===== src/rtl/matmul_seq_ctrl_pkg.sv =====
// Shared state encoding and width/address helpers for the matmul sequencer.
// The address-width formula is shared with the MAC datapath.
package matmul_seq_ctrl_pkg;

    typedef enum logic [1:0] {
        S_IDLE  = 2'd0,
        S_RUN   = 2'd1,
        S_DRAIN = 2'd2,
        S_DONE  = 2'd3
    } state_t;

    // Number of bits needed to hold v; zero still takes one bit.
    function automatic int log2(input int v);
        int b;
        b = 0;
        for (int t = v; t > 0; t = t >> 1) begin
            b++;
        end
        return (b == 0) ? 1 : b;
    endfunction

    function automatic int addr_width(input int n);
        return log2(n * n);
    endfunction

    function automatic int flat_addr(input int n, input int row, input int col);
        return n * row + col;
    endfunction

endpackage


===== src/rtl/matmul_seq_ctrl_idx_counter.sv =====
// Nested i/j/k loop counter with explicit compare-based wraps.
// Flags mark the last k of an element and the last issue of the matrix.
module matmul_seq_ctrl_idx_counter
    import matmul_seq_ctrl_pkg::*;
#(
    parameter int N  = 3,
    parameter int IW = log2(N)
) (
    input  logic          clk,
    input  logic          rst_n,
    input  logic          step,
    input  logic          clr,
    output logic [IW-1:0] i,
    output logic [IW-1:0] j,
    output logic [IW-1:0] k,
    output logic          last_k,
    output logic          last_all
);

    localparam logic [IW-1:0] LAST = IW'(N - 1);

    logic [IW-1:0] r_i;
    logic [IW-1:0] r_j;
    logic [IW-1:0] r_k;
    logic          w_last_i;
    logic          w_last_j;

    assign w_last_i = (r_i == LAST);
    assign w_last_j = (r_j == LAST);
    assign last_k   = (r_k == LAST);
    assign last_all = last_k && w_last_j && w_last_i;

    assign i = r_i;
    assign j = r_j;
    assign k = r_k;

    always_ff @(posedge clk or negedge rst_n) begin
        if (!rst_n) begin
            r_i <= '0;
            r_j <= '0;
            r_k <= '0;
        end else if (clr) begin
            r_i <= '0;
            r_j <= '0;
            r_k <= '0;
        end else if (step) begin
            if (last_k) begin
                r_k <= '0;
                if (w_last_j) begin
                    r_j <= '0;
                    r_i <= w_last_i ? '0 : r_i + 1'b1;
                end else begin
                    r_j <= r_j + 1'b1;
                end
            end else begin
                r_k <= r_k + 1'b1;
            end
        end
    end

endmodule


===== src/rtl/matmul_seq_ctrl.sv =====
// Sequencer for a shared single-MAC N x N matrix multiplier.
// Counters hold the next issue; the write flag rides one stage behind it.
module matmul_seq_ctrl
    import matmul_seq_ctrl_pkg::*;
#(
    parameter int N  = 3,
    parameter int IW = log2(N),
    parameter int AW = addr_width(N)
) (
    input  logic          clk,
    input  logic          rst_n,
    input  logic          start,
    input  logic          abort,
    input  logic          hold,
    output logic          busy,
    output logic          done,
    output logic [AW-1:0] x_addr,
    output logic [AW-1:0] y_addr,
    output logic          mac_en,
    output logic          mac_clr,
    output logic          o_we,
    output logic [AW-1:0] o_addr
);

    state_t        r_state;
    logic          r_busy;
    logic          r_done;
    logic          r_mac_en;
    logic          r_mac_clr;
    logic          r_o_we;
    logic          r_wr_pend;
    logic          r_last;
    logic [AW-1:0] r_x_addr;
    logic [AW-1:0] r_y_addr;
    logic [AW-1:0] r_o_addr;
    logic [AW-1:0] r_wr_addr;

    logic [IW-1:0] w_i;
    logic [IW-1:0] w_j;
    logic [IW-1:0] w_k;
    logic          w_last_k;
    logic          w_last_all;
    logic          w_active;
    logic          w_run_end;
    logic          w_issue;
    logic          w_clr;
    logic [AW-1:0] w_x_addr;
    logic [AW-1:0] w_y_addr;
    logic [AW-1:0] w_e_addr;

    matmul_seq_ctrl_idx_counter #(
        .N  (N),
        .IW (IW)
    ) u_idx (
        .clk      (clk),
        .rst_n    (rst_n),
        .step     (w_issue),
        .clr      (w_clr),
        .i        (w_i),
        .j        (w_j),
        .k        (w_k),
        .last_k   (w_last_k),
        .last_all (w_last_all)
    );

    assign w_active  = (r_state == S_RUN) || (r_state == S_DRAIN);
    // The final issue is on the bus this cycle; nothing more to issue.
    assign w_run_end = r_mac_en && r_last;
    assign w_clr     = w_active && abort;
    assign w_issue   = !hold &&
                       (((r_state == S_IDLE) && start) ||
                        ((r_state == S_RUN) && !abort && !w_run_end));

    assign w_x_addr = AW'(flat_addr(N, int'(w_i), int'(w_k)));
    assign w_y_addr = AW'(flat_addr(N, int'(w_k), int'(w_j)));
    assign w_e_addr = AW'(flat_addr(N, int'(w_i), int'(w_j)));

    always_ff @(posedge clk or negedge rst_n) begin
        if (!rst_n) begin
            r_state   <= S_IDLE;
            r_busy    <= 1'b0;
            r_done    <= 1'b0;
            r_mac_en  <= 1'b0;
            r_mac_clr <= 1'b0;
            r_o_we    <= 1'b0;
            r_wr_pend <= 1'b0;
            r_last    <= 1'b0;
            r_x_addr  <= '0;
            r_y_addr  <= '0;
            r_o_addr  <= '0;
            r_wr_addr <= '0;
        end else begin
            r_mac_en  <= w_issue;
            r_mac_clr <= w_issue && (w_k == '0);
            r_x_addr  <= w_issue ? w_x_addr : '0;
            r_y_addr  <= w_issue ? w_y_addr : '0;
            r_wr_pend <= w_issue && w_last_k;
            r_wr_addr <= (w_issue && w_last_k) ? w_e_addr : '0;
            r_last    <= w_issue && w_last_all;
            // A pending write fires through hold but not through abort.
            r_o_we    <= r_wr_pend && !w_clr;
            r_o_addr  <= (r_wr_pend && !w_clr) ? r_wr_addr : '0;
            r_done    <= 1'b0;
            unique case (r_state)
                S_IDLE: begin
                    if (start) begin
                        r_state <= S_RUN;
                        r_busy  <= 1'b1;
                    end
                end
                S_RUN: begin
                    if (abort) begin
                        r_state <= S_IDLE;
                        r_busy  <= 1'b0;
                    end else if (w_run_end) begin
                        r_state <= S_DRAIN;
                    end
                end
                S_DRAIN: begin
                    r_busy <= 1'b0;
                    if (abort) begin
                        r_state <= S_IDLE;
                    end else begin
                        r_state <= S_DONE;
                        r_done  <= 1'b1;
                    end
                end
                S_DONE: begin
                    r_state <= S_IDLE;
                end
                default: begin
                    r_state <= S_IDLE;
                end
            endcase
        end
    end

    assign busy    = r_busy;
    assign done    = r_done;
    assign x_addr  = r_x_addr;
    assign y_addr  = r_y_addr;
    assign mac_en  = r_mac_en;
    assign mac_clr = r_mac_clr;
    assign o_we    = r_o_we;
    assign o_addr  = r_o_addr;

endmodule


===== config.mk =====
export PLATFORM = sky130hd
export DESIGN_NAME = matmul_seq_ctrl
export DESIGN_NICKNAME = d
export VERILOG_FILES = /design/src/rtl/matmul_seq_ctrl_pkg.sv /design/src/rtl/matmul_seq_ctrl_idx_counter.sv /design/src/rtl/matmul_seq_ctrl.sv
export SDC_FILE = /design/constraint.sdc
export NUM_CORES = 1
export LEC_CHECK = 0
export BUFFER_PORTS_ARGS = -buffer_cell sky130_fd_sc_hd__buf_2
export CELL_PAD_IN_SITES_DETAIL_PLACEMENT = 2
export CELL_PAD_IN_SITES_GLOBAL_PLACEMENT = 2
export CORE_ASPECT_RATIO = 0.5
export CORE_UTILIZATION = 40
export DETAILED_ROUTE_END_ITERATION = 6
export PLACE_DENSITY = 0.95
export REMOVE_ABC_BUFFERS = 1
export SETUP_SLACK_MARGIN = 0.3
export SYNTH_ARGS = -nofsm -noshare
export SYNTH_HDL_FRONTEND = slang
export SYNTH_SLANG_ARGS = --single-unit

===== constraint.sdc =====
create_clock -name clk -period 3.4 [get_ports clk]
set_clock_uncertainty 0.1 [all_clocks]
set_input_delay 0.68 -clock clk [delete_from_list [all_inputs] [get_ports clk]]
set_output_delay 0.68 -clock clk [all_outputs]
set_load 0.02 [all_outputs]

Word-level counts from Yosys, hierarchy flattened
Cells that the tools add are included.
{ "classes": {"add_sub_neg": 6, "n_div": 0, "n_reduce_logical": 28, "n_bitwise": 0, "multipliers": 2, "eq_ne": 9, "shifts": 0, "n_mux": 26, "magnitude_cmp": 0} }
{ "ops": {"columns": ["operator", "n"], "rows": [
  ["two-way mux 2 bit", 16],
  ["two-way mux 4 bit", 4],
  ["logical AND 1 bit", 12],
  ["== test 2 bit, second input constant", 5],
  ["adder 4 x 2 -> 4 bit", 2],
  ["multiplier 2 x 2 -> 4 bit, first input constant", 2],
  ["one-hot mux 2 bit (4 select lines)", 1],
  ["adder 2 x 1 -> 2 bit, second input constant", 3],
  ["AND reduction 3 bit", 2],
  ["nonzero test 2 bit", 3],
  ["adder 4 x 3 -> 4 bit", 1],
  ["logical NOT 1 bit", 4],
  ["logical NOT 2 bit", 2],
  ["two-way mux 1 bit", 4],
  ["inequality test 2 bit, second input constant", 2],
  ["AND reduction 2 bit", 2],
  ["inequality test 3 bit, second input constant", 1],
  ["one-hot mux 1 bit (3 select lines)", 1],
  ["nonzero test 3 bit", 1],
  ["== test 2 x 1 -> 1 bit, second input constant", 1],
  ["logical OR 1 bit", 2]
]} }
{ "word_totals": {"regBits": 31, "ramBits": 0, "input_bits": 5, "latchBits": 0, "word_cells": 86, "output_inout_bits": 17, "mem_count": 0, "romBits": 0} }

Longest topological paths before layout
Gate-level depths: netlist of run 1.
{ "logic_depth": {"depth_word": 7, "depth_mapped": 7, "ltp_nobuf": 7} }

Modules after synthesis
Synthesis of run 1 repeated with hierarchy kept, for this count alone.
{ "unflattened": {"cells_unflattened": 129, "hier_area_um2": 1550.2} }
{ "modules_own_cells": {"columns": ["module", "instances", "cells_each", "seq_area_each_um2", "area_each_um2"], "rows": [
  ["matmul_seq_ctrl", 1, 99, 625.6, 1239.9],
  ["matmul_seq_ctrl_idx_counter", 1, 30, 150.1, 310.3]
]} }

Worst setup path before layout of run 1
No wires, ideal clock.
{ "synth_timing": {"path_kind": "flip-flop to flip-flop", "start": "register u_idx.r_k[0] (netlist: u_idx.k[0])", "end": "register r_y_addr[2] (netlist: y_addr[2])", "setup_time_ns": 0.120, "stages_incl_launch_ff": 5, "path_buffers": 0, "required_ns": 3.180, "period_less_slack_ns": 1.903, "setup_slack_ns": 1.497, "arrival_time_ns": 1.684, "cell_sequence": "dfrtp_1 -> fa_1 -> ha_1 -> fa_1 -> and3_1"} }
{ "synth_via": {"elab_chain_len": 3} }
{ "synth_lines": {"columns": ["item", "line", "source"], "rows": [
  ["from (decl)", "matmul_seq_ctrl_idx_counter.sv:24", "logic [IW-1:0] r_k;"],
  ["from (signal assigned)", "matmul_seq_ctrl_idx_counter.sv:56", "r_k <= r_k + 1'b1;"],
  ["multiplier 2 x 2 -> 4 bit", "matmul_seq_ctrl_pkg.sv:27", "return n * row + col;"],
  ["adder 4 x 2 -> 4 bit", "matmul_seq_ctrl_pkg.sv:27", null],
  ["two-way mux 4 bit", "matmul_seq_ctrl.sv:96", "r_y_addr <= w_issue ? w_y_addr : '0;"],
  ["to (signal assigned)", "matmul_seq_ctrl.sv:96", null],
  ["to (decl)", "matmul_seq_ctrl.sv:34", "logic [AW-1:0] r_y_addr;"]
]} }
No other way between the ends.
A chain may end at the register's enable or synchronous reset.

Final worst setup path of run 1
{ "layout_timing": {"start": "register u_idx.r_j[1] (netlist: u_idx.j[1])", "end": "register r_y_addr[2] (netlist: y_addr[2])"} }
{ "layout_via": {"elab_chain_len": 2} }
{ "layout_lines": {"columns": ["item", "line", "source"], "rows": [
  ["from (decl)", "matmul_seq_ctrl_idx_counter.sv:23", "logic [IW-1:0] r_j;"],
  ["from (signal assigned)", "matmul_seq_ctrl_idx_counter.sv:53", "r_j <= r_j + 1'b1;"],
  ["adder 4 x 2 -> 4 bit", "matmul_seq_ctrl_pkg.sv:27", null],
  ["two-way mux 4 bit", "matmul_seq_ctrl.sv:96", null]
]} }
No other way between the ends.

==> impl_results.md, run 1 <==
- Largest net degree at the start of global routing: 32
- I/O Pins: 22
- 1st-iter DRT viols: 32
- Synth top area cells: dfrtp_1 49%, ha_1 15%, fa_1 5.1%, and3_1 3.2%, inv_1 2.9%
- Required @ worst endpoint: 3.48 ns
- Mux contribution to synthesized area: 0.0127
- Adder-Cell Fraction of Synth Area: 0.201
- Crit Path Class: flop to flop
- Routed len/inst: 21.4 um
- Core box area: 3600 sq um
- GR Util All Layers: 0.255
- Routability cong.: 0.858
- Mapped Area: 1580 sq um
- ANT nets after route: 0
- Drt drc: 0
- Sequential element share of the synthesized area: 0.491
- Die Span Y: 46.4 um
- 1st-pass router iterations: 4
- Slew Viols, Final: 0
- Post-synthesis simple-gate area fraction: 0.165
- CTS Buffer Depth: 2
- Largest area contributor in the synthesized netlist: dfrtp_1
- Global route overflow: 0
- R2R cell count: 4
- TritonCTS clock tree: done
- Pwr Density: 682 nW/um^2
- Main flop type after synthesis: dfrtp_1
- Relative slew slack: 0.536
- DRT Wirelength: 4.61 mm
- Lkg Pwr: 0.989 nW
- Synth Area in XOR/XNOR: 0.0222
- EDFF count, synth: 0
- DIE WIDTH: 90.9 um
- Post-synthesis cell count: 136
- Vias in the first global route: 1,262
- Diodes inserted: 0
- Initial antenna violation count: 0
- RSZ-0062 raised after global routing: false
- Outcome: finished, final reports clean
- Finished Cell Area: 1850 sq um
- Total die area: 4220 sq um
- Setup bufs post-CTS: 0
- Min cycle time layout: 2.09 ns
- Hpwl dp: 3.02 mm
- Initial core utilization: 0.438
- HP Class: input pin to asynchronous set/reset pin
- Hold bufs inserted after CTS: 0
- IO Port Bufs: 21
- IR drop worst, VDD: 0.276 mV
- Slew @ Worst Pin: 0.696 ns
- Syn Area/Cell: 11.6 sq um
- Multi-input gate area: 741 sq um
- Max Cap Viol: 0
- Asr flop ratio synth: 1.00
- Final hold vios: 0
- DR vias/cell: 5.17
- WP data arrival: 2.17 ns
- Yosys warning count: 0
- Final Cycle Share: 0.615
- Seq. cell area: 776 sq um
- First-pass GRT wire length: 7.45 mm
- Share of layout cells above drive strength 1: 0.250
- # rows: 15
- Worst Path Max Fanout: 6
- Root buffer cell: clkbuf_8
- Final setup viols: 0
- Fmax: 478 MHz
- Synth top area share: 0.491
- H-Tree Depth: 2
- Worst-path clk slew: 0.07 ns
- Cell variety after synth: 30
- Nets@finish: 191
- Most frequent cell after synthesis: dfrtp_1
- Area Overhead vs Synth: 17.4%
- Worst Setup End Kind: flop
- Crit start category: flop
- Area fraction in compound gates after synthesis: 0.0681
- Fillers: 373
- CTS buffer count: 5
- Via count: 1,111
- Synth top cells by count: 31 x dfrtp_1, 19 x ha_1, 12 x inv_1
- Post-CTS Resized: 0
- Finished Layout Cells: 215
- Main combinational cell family by area after synthesis: adder cells
- Placed Instances: 207
- #FFs+latches synth: 31
- Setup tns final: 0 ns
- Placed Area: 1740 sq um
- # clock sinks: 31
- Clock Latency Late Sink: 0.29 ns
## power breakdown
| part | internal (mW) | total, mW | leakage [nW] | switching, mW |
|---|---|---|---|---|
| clock | 0.237 | 0.381 | 0.0612 | 0.144 |
| sequential | 0.420 | 0.473 | 0.424 | 0.0525 |
| combinational | 0.143 | 0.410 | 0.504 | 0.267 |
| total | 0.800 | 1.26 | 0.989 | 0.464 |
## cell type report
type                    count  area share
repair buffers             21      0.0567
flip-flops and latches     31       0.418
inverters                  13      0.0277
clock buffers               6      0.0445
multi-input cells          91       0.399
clock inverters             2      0.0189
well taps                  51      0.0344
## sequential cells by signal, summed over array words and instances (netlist names), 2 cells and up
register	flops
x_addr	4
u_idx.j	2
r_wr_addr	4
y_addr	4
o_addr	4
r_state	2
u_idx.i	2
u_idx.k	2
## path summary, 6_finish.rpt
| kind | startpoint | end | slack [ns] |
|---|---|---|---|
| setup / recovery | u_idx.j[1] | y_addr[2] | 1.31 |
| hold / removal | rst_n | u_idx.k[0] | 0.33 |
| min in group clk | r_wr_addr[3] | o_addr[3] | 0.40 |
| hold reg to reg | r_wr_addr[3] | o_addr[3] | 0.40 |
| max in group asynchronous | rst_n | x_addr[1] | 2.42 |
| setup reg to reg | u_idx.j[1] | y_addr[2] | 1.31 |
## cells by family after synthesis
| family | count (synthesis) |
|---|---|
| mux | 2 |
| flops | 31 |
| buf+inv | 14 |
| compound gates | 18 |
| simple gates | 44 |
| fa+ha+maj | 23 |
| xor+xnor | 4 |
## stage by stage
stage / hold WS, ns / total power, mW / worst slack, ns / utilization
floorplan: 0.284 / 0.716 / 1.50 / -
global placement: 0.368 / 0.818 / 1.47 / 0.482
detailed placement: 0.378 / 0.869 / 1.35 / 0.482
CTS: 0.350 / 1.27 / 1.30 / 0.515
global route: 0.372 / 1.34 / 1.22 / 0.515
finish: 0.334 / 1.26 / 1.31 / 0.515
## critical path, cell delays in order (launching register included)
cell and delay [ns]:
dfrtp_1 0.51, fa_1 0.50, ha_1 0.24, fa_1 0.45, and3_1 0.18
## cell usage in the layout (no fill, tap or decap), types with 2 or more instances in the layout
cell / Yosys / routed
dfrtp_1: 31 / 31
buf_2: 0 / 21
ha_1: 19 / 19
inv_1: 12 / 12
and3_1: 8 / 8
nor2_1: 8 / 8
a21oi_1: 8 / 8
nand3_1: 6 / 6
o21ai_0: 6 / 6
clkbuf_8: 0 / 6
nand2_1: 4 / 4
and3_2: 4 / 4
fa_1: 4 / 4
nor2b_1: 3 / 3
and2b_2: 2 / 2
xor2_1: 2 / 2
xnor2_1: 2 / 2
nor3_1: 2 / 2
mux2i_1: 2 / 2
## per-layer routing
| layer | vias up | track usage | part of all wire |
|---|---|---|---|
| met4 | 0 | 0.108 | 0.027 |
| met5 | - | 0 | 0 |
| met1 | 570 | 0.328 | 0.47 |
| li1 | 500 | - | - |
| met2 | 28 | 0.438 | 0.47 |
| met3 | 13 | 0.0528 | 0.032 |
Note: power is estimated with default switching activity, not from simulation.
==> inputs of run 2 (changes only) <==
Settings changed: CORE_UTILIZATION 40 to 37, PLACE_DENSITY 0.95 to 0.9.
Clock period 3.4 ns to 2 ns, I/O delays scaled along.
==> run 2 against run 1 <==
Net effect:
- design area is 23% higher
- global-route usage is 2.8 points higher
- routed wire length is 42% higher
- non-clock buffer count is 23 higher
- fmax is 5.6% higher
- die area is 7.8% higher
- clock-buffer cell count is 1 higher
- critical path type unchanged
- critical endpoint unchanged
==> impl_results.md, run 2 (synthesized netlist as in run 1, its figures left out) <==
- Outcome: finished, final reports clean (unchanged)
- Combinational fraction of design power: 0.458 (was 0.324)
- Crit Path Class: flop to flop (unchanged)
- I/O Pins: 22 (unchanged)
- Commonest non-fill, non-tap cells in the layout: 29 x dfrtp_1, 21 x buf_2, 18 x buf_4 (was 31 x dfrtp_1, 21 x buf_2, 19 x ha_1)
- Share of layout cells above drive strength 1: 0.572 (was 0.250)
- Critical path origin: u_idx.k[1] (was u_idx.j[1])
- Fmax: 505 MHz (was 478 MHz)
- DIE WIDTH: 94.4 um (was 90.9 um)
- Via count: 1,303 (was 1,111)
- ANT nets after route: 0 (unchanged)
- Drt drc: 0 (unchanged)
- Pwr Density: 1130 nW/um^2 (was 682 nW/um^2)
- Final setup viols: 0 (unchanged)
- Final Cycle Share: 0.990 (was 0.615)
- Diodes inserted: 0 (unchanged)
- TritonCTS clock tree: done (unchanged)
- Required @ worst endpoint: 2.08 ns (was 3.48 ns)
- Part of the power in registers: 0.316 (was 0.374)
- Switching power total: 1.04 mW (was 0.464 mW)
- Worst-path clk slew: 0.07 ns (about the same)
- Relative slew slack: 0.522 (was 0.536)
- # rows: 16 (was 15)
- Nets@finish: 214 (was 191)
- Crit start category: flop (unchanged)
- Reg2reg start: u_idx.k[1] (was u_idx.j[1])
- Routability cong.: 0.782 (was 0.858)
- Vias in the first global route: 1,338 (was 1,262)
- Clk pwr share: 0.226 (was 0.302)
- First-pass GRT wire length: 8.55 mm (was 7.45 mm)
- Root buffer cell: clkbuf_8 (unchanged)
- IO Port Bufs: 21 (unchanged)
- CTS buffer count: 5 (unchanged)
- P_int: 1.53 mW (was 0.800 mW)
- Core box area: 4000 sq um (was 3600 sq um)
- RSZ-0062 raised after global routing: true (was false)
- WP data arrival: 2.06 ns (was 2.17 ns)
- Area Overhead vs Synth: 44.3% (was 17.4%)
- Routed len/inst: 27.1 um (was 21.4 um)
- Fin util: 0.569 (was 0.515)
- HP Class: input pin to asynchronous set/reset pin (unchanged)
- CTS Buffer Depth: 2 (unchanged)
- Global route overflow: 0 (unchanged)
- Worst Path Max Fanout: 2 (was 6)
- GR Util All Layers: 0.284 (was 0.255)
- Min cycle time layout: 1.98 ns (was 2.09 ns)
- Lkg Pwr: 1.12 nW (was 0.989 nW)
- DRT Wirelength: 6.52 mm (was 4.61 mm)
- Largest net degree at the start of global routing: 32 (unchanged)
- 1st-pass router iterations: 4 (unchanged)
- Worst Setup End Kind: flop (unchanged)
- DR vias/cell: 5.41 (was 5.17)
- Sw Share: 0.403 (was 0.367)
- Total die area: 4550 sq um (was 4220 sq um)
- IR drop worst, VDD: 0.662 mV (was 0.276 mV)
- Die Span Y: 48.2 um (was 46.4 um)
- Slew Viols, Final: 0 (unchanged)
- Hold bufs inserted after CTS: 0 (unchanged)
- Setup tns final: 0 ns (unchanged)
- Initial core utilization: 0.394 (was 0.438)
- # clock sinks: 31 (unchanged)
- Commonest non-fill, non-tap cell in the layout: dfrtp_1 (unchanged)
- Slew @ Worst Pin: 0.718 ns (was 0.696 ns)
- 1st-iter DRT viols: 51 (was 32)
- Initial antenna violation count: 0 (unchanged)
- Final hold vios: 0 (unchanged)
- Hold_ws: 0.0518 ns (was 0.334 ns)
- Fillers: 383 (was 373)
- Max Cap Viol: 0 (unchanged)
- Hpwl dp: 3.26 mm (was 3.02 mm)
- Clock Latency Late Sink: 0.30 ns (was 0.29 ns)
- H-Tree Depth: 2 (unchanged)
## run 2: cell types whose count changed in the layout (fill, tap and decap cells not counted), sizes merged
cell / delta
buf: +23
clkinvlp: +2
bufinv: -1
clkinv: -1
inv: -1
clkbuf: +1
## run 2: layer usage
metal | part of all wire | global-route usage | routed length (um) | up-vias
li1 | - | - | - | 549
met1 | 0.43 | 0.347 | 2830 | 673
met2 | 0.46 | 0.487 | 3030 | 56
met3 | 0.062 | 0.0717 | 403 | 25
met4 | 0.040 | 0.154 | 258 | 0
met5 | 0 | 0 | 0 | -
## run 2: layout make-up
| class | instances | area (sq um) | share of cell area |
|---|---|---|---|
| inverters | 13 | 60.1 | 0.0264 |
| clock buffers | 7 | 96.3 | 0.0423 |
| flip-flops and latches | 31 | 778 | 0.342 |
| clock inverters | 1 | 7.51 | 0.00329 |
| repair buffers | 44 | 300 | 0.132 |
| multi-input cells | 91 | 968 | 0.425 |
| well taps | 54 | 67.6 | 0.0297 |
## run 2: critical path: stages (launching register included)
cell and delay, ns:
dfrtp_1 0.41, fa_1 0.55, ha_2 0.17, fa_1 0.43, and3_1 0.20
## run 2: repair_timing
| action | CTS | global route |
|---|---|---|
| endpoints found under the setup margin | 15 | 15 |
| resized for setup | 24 | 42 |
| cloned | 0 | 0 |
| pin swaps | 2 | 20 |
| setup buffers | 6 | 13 |
## run 2: path summary, 6_finish.rpt
kind | cells after the start | slack [ns] | end
min reg2reg | 1 | 0.40 | o_addr[0]
min in group clk | 1 | 0.40 | o_addr[0]
max reg2reg | 4 | 0.02 | y_addr[2]
min | 1 | 0.05 | busy
max in group asynchronous | 1 | 1.25 | u_idx.j[0]
max | 4 | 0.02 | y_addr[2]
## run 2: metrics by stage
step	instances	power, mW	instance area [sq um]	setup slack [ns]
finish	241	2.57	2280	0.0193
global route	241	2.67	2280	-0.00394
CTS	228	2.26	2000	0.0376
detailed placement	214	1.52	1770	0.0643
global placement	214	1.42	1770	0.141
floorplan	135	1.22	1570	0.0968
## run 2: power by group through the flow
stage / Combinational (mW) / Sequential [mW] / Clock (mW)
after floorplan: 0.365 / 0.852 / 0
after global placement: 0.640 / 0.779 / 0
after detailed placement: 0.733 / 0.790 / 0
after CTS: 0.889 / 0.786 / 0.582
after global routing: 1.24 / 0.817 / 0.620
final: 1.18 / 0.811 / 0.581
==> inputs of run 3 (changes only) <==
Settings changed: SETUP_SLACK_MARGIN 0.3 to 0.2.
==> run 3 against run 2 <==
Net effect:
- the run now ends with negative setup slack left
- clock-buffer cell count unchanged
- global-route usage is 2.1 points lower
- critical path depth is the same
- utilization shrank 6.9 points
- setup slack worse by 0.024 ns
- clock power increased by 0.7%
- worst hold slack got worse by 0.0010 ns
- routed wire length fell by 8.8%
- first-iteration DRC count is 65% higher
- die area unchanged
- design area is 12% lower
- critical path type unchanged
==> impl_results.md, run 3 (synthesized netlist as in run 1, its figures left out) <==
- Lkg Pwr: 1.04 nW (was 1.12 nW)
- Root buffer cell: clkbuf_8 (unchanged)
- Final hold vios: 0 (unchanged)
- Largest net degree at the start of global routing: 32 (unchanged)
- Routed len/inst: 26.0 um (was 27.1 um)
- Top Family by Delay on Critical Path: adder cells (unchanged)
- Via count: 1,192 (was 1,303)
- CTS Buffer Depth: 2 (unchanged)
- Initial antenna violation count: 0 (unchanged)
- Vias in the first global route: 1,256 (was 1,338)
- 1st-pass router iterations: 4 (unchanged)
- Total die area: 4550 sq um (unchanged)
- Initial core utilization: 0.394 (unchanged)
- Area Overhead vs Synth: 26.8% (was 44.3%)
- First-pass GRT wire length: 7.82 mm (was 8.55 mm)
- Worst Path Max Fanout: 2 (unchanged)
- Failing checks: negative setup slack
- Nets@finish: 202 (was 214)
- Commonest non-fill, non-tap cell in the layout: dfrtp_1 (unchanged)
- Outcome: finished with violations (was finished, final reports clean)
- Crit Path Class: flop to flop (unchanged)
- Final Cycle Share: 1.00 (was 0.990)
- CP max stage cell: fa_1 (unchanged)
- Diodes inserted: 0 (unchanged)
- 1st-iter DRT viols: 84 (was 51)
- Worst-path clk slew: 0.08 ns (was 0.07 ns)
- Commonest non-fill, non-tap cells in the layout: 31 x dfrtp_1, 21 x buf_2, 14 x ha_1 (was 29 x dfrtp_1, 21 x buf_2, 18 x buf_4)
- DIE WIDTH: 94.4 um (unchanged)
- Fin util: 0.500 (was 0.569)
- Routability cong.: 0.782 (unchanged)
- Clock Latency Late Sink: 0.30 ns (about the same)
- Pwr Density: 1150 nW/um^2 (was 1130 nW/um^2)
- Worst-path cell chain: fa_1, ha_2, fa_1, and3_4 (was fa_1, ha_2, fa_1, and3_1)
- Slew @ Worst Pin: 0.729 ns (was 0.718 ns)
- WP data arrival: 2.14 ns (was 2.06 ns)
- R2r setup slk: -0.005 ns (was 0.02 ns)
- H-Tree Depth: 2 (unchanged)
- RSZ-0062 raised after global routing: true (unchanged)
- Global route overflow: 0 (unchanged)
- Fmax: 499 MHz (was 505 MHz)
- IO Port Bufs: 21 (unchanged)
- DRT Wirelength: 5.95 mm (was 6.52 mm)
- Fin worst setup slack: -0.00496 ns (was 0.0193 ns)
- DR vias/cell: 5.21 (was 5.41)
- # rows: 16 (unchanged)
- Worst Setup End Kind: flop (unchanged)
- GR Util All Layers: 0.263 (was 0.284)
- CTS buffer count: 5 (unchanged)
- Min cycle time layout: 2.00 ns (was 1.98 ns)
- TritonCTS clock tree: done (unchanged)
- Drt drc: 0 (unchanged)
- Hpwl dp: 3.26 mm (unchanged)
- Die Span Y: 48.2 um (unchanged)
- Tot Pwr: 2.31 mW (was 2.57 mW)
- Reg2reg start: u_idx.k[1] (unchanged)
- # clock sinks: 31 (unchanged)
- Relative slew slack: 0.514 (was 0.522)
- IR drop worst, VDD: 0.549 mV (was 0.662 mV)
- Max Cap Viol: 0 (unchanged)
- Delay of the slowest critical-path stage: 0.56 ns (was 0.55 ns)
- Fillers: 395 (was 383)
- Hold bufs inserted after CTS: 0 (unchanged)
- Share of layout cells above drive strength 1: 0.406 (was 0.572)
- Final setup viols: 1 (was 0)
- Core box area: 4000 sq um (unchanged)
- ANT nets after route: 0 (unchanged)
- Crit path buf inv count: 0 (unchanged)
- Placed Area: 1770 sq um (unchanged)
- HP Class: input pin to asynchronous set/reset pin (unchanged)
- Required @ worst endpoint: 2.13 ns (was 2.08 ns)
- Critical path's most frequent cell: fa_1 (unchanged)
- Slew Viols, Final: 0 (unchanged)
- Crit start category: flop (unchanged)
- R2R cell count: 4 (unchanged)
- Finished Cell Area: 2000 sq um (was 2280 sq um)
- RR Endpoint: y_addr[2] (unchanged)
- I/O Pins: 22 (unchanged)
-- run 3: changes by cell type in the layout (fill, tap and decap cells not counted), sizes merged --
cell | previous run | this run
clkinvlp | 2 | 1
buf | 44 | 32
inv | 12 | 13
-- run 3: worst reg2reg max path, delay by kind of cell (launching register included) --
kind / cells / cell delay (ns)
simple gates: 1 / 0.19
flops: 1 / 0.41
fa+ha+maj: 3 / 1.24
-- run 3: final cells by class --
| type | count | area (sq um) | share of cell area |
|---|---|---|---|
| clock inverters | 1 | 7.51 | 0.00375 |
| clock buffers | 7 | 96.3 | 0.0481 |
| inverters | 13 | 51.3 | 0.0256 |
| well taps | 54 | 67.6 | 0.0338 |
| multi-input cells | 91 | 816 | 0.407 |
| repair buffers | 32 | 188 | 0.0938 |
| flip-flops and latches | 31 | 776 | 0.388 |
-- run 3: metal layers --
layer	share of wire	wire length, um	track usage	vias to the layer above
met5	0	0	0	-
met4	0.032	189	0.126	0
met2	0.47	2800	0.471	35
li1	-	-	-	528
met1	0.45	2670	0.311	607
met3	0.049	290	0.0685	22
-- run 3: what timing repair did --
action / CTS / global route
resized for setup: 9 / 15
buffers inserted: 4 / 3
setup endpoints to repair: 9 / 13
pin swaps: 1 / 5
-- run 3: worst max path at each step --
stage | endpoint | slack [ns] | startpoint | cells past startpoint
after floorplan | y_addr[2] | 0.1 | u_idx.k[0] | 4
after global placement | y_addr[2] | 0.14 | u_idx.k[0] | 4
after detailed placement | y_addr[2] | 0.06 | u_idx.k[0] | 4
final | y_addr[2] | -0.005 | u_idx.k[1] | 4
after CTS | y_addr[2] | 0.04 | u_idx.k[0] | 4
after global routing | y_addr[2] | -0.05 | u_idx.k[1] | 4
-- run 3: report_power, final --
group	internal, mW	switching [mW]	leakage [nW]
combinational	0.346	0.581	0.561
clock	0.313	0.271	0.0505
sequential	0.715	0.0790	0.424
total	1.37	0.931	1.04
-- run 3: stage by stage --
stage	cells	setup TNS (ns)	setup slack [ns]	hold WS (ns)
4_1_cts	226	0	0.0376	0.0795
5_1_grt	229	-0.0459	-0.0459	0.0835
3_3_place_gp	214	0	0.141	0.365
6_report	229	-0.00496	-0.00496	0.0508
2_1_floorplan	135	0	0.0968	0.00441
3_5_place_dp	214	0	0.0643	0.373
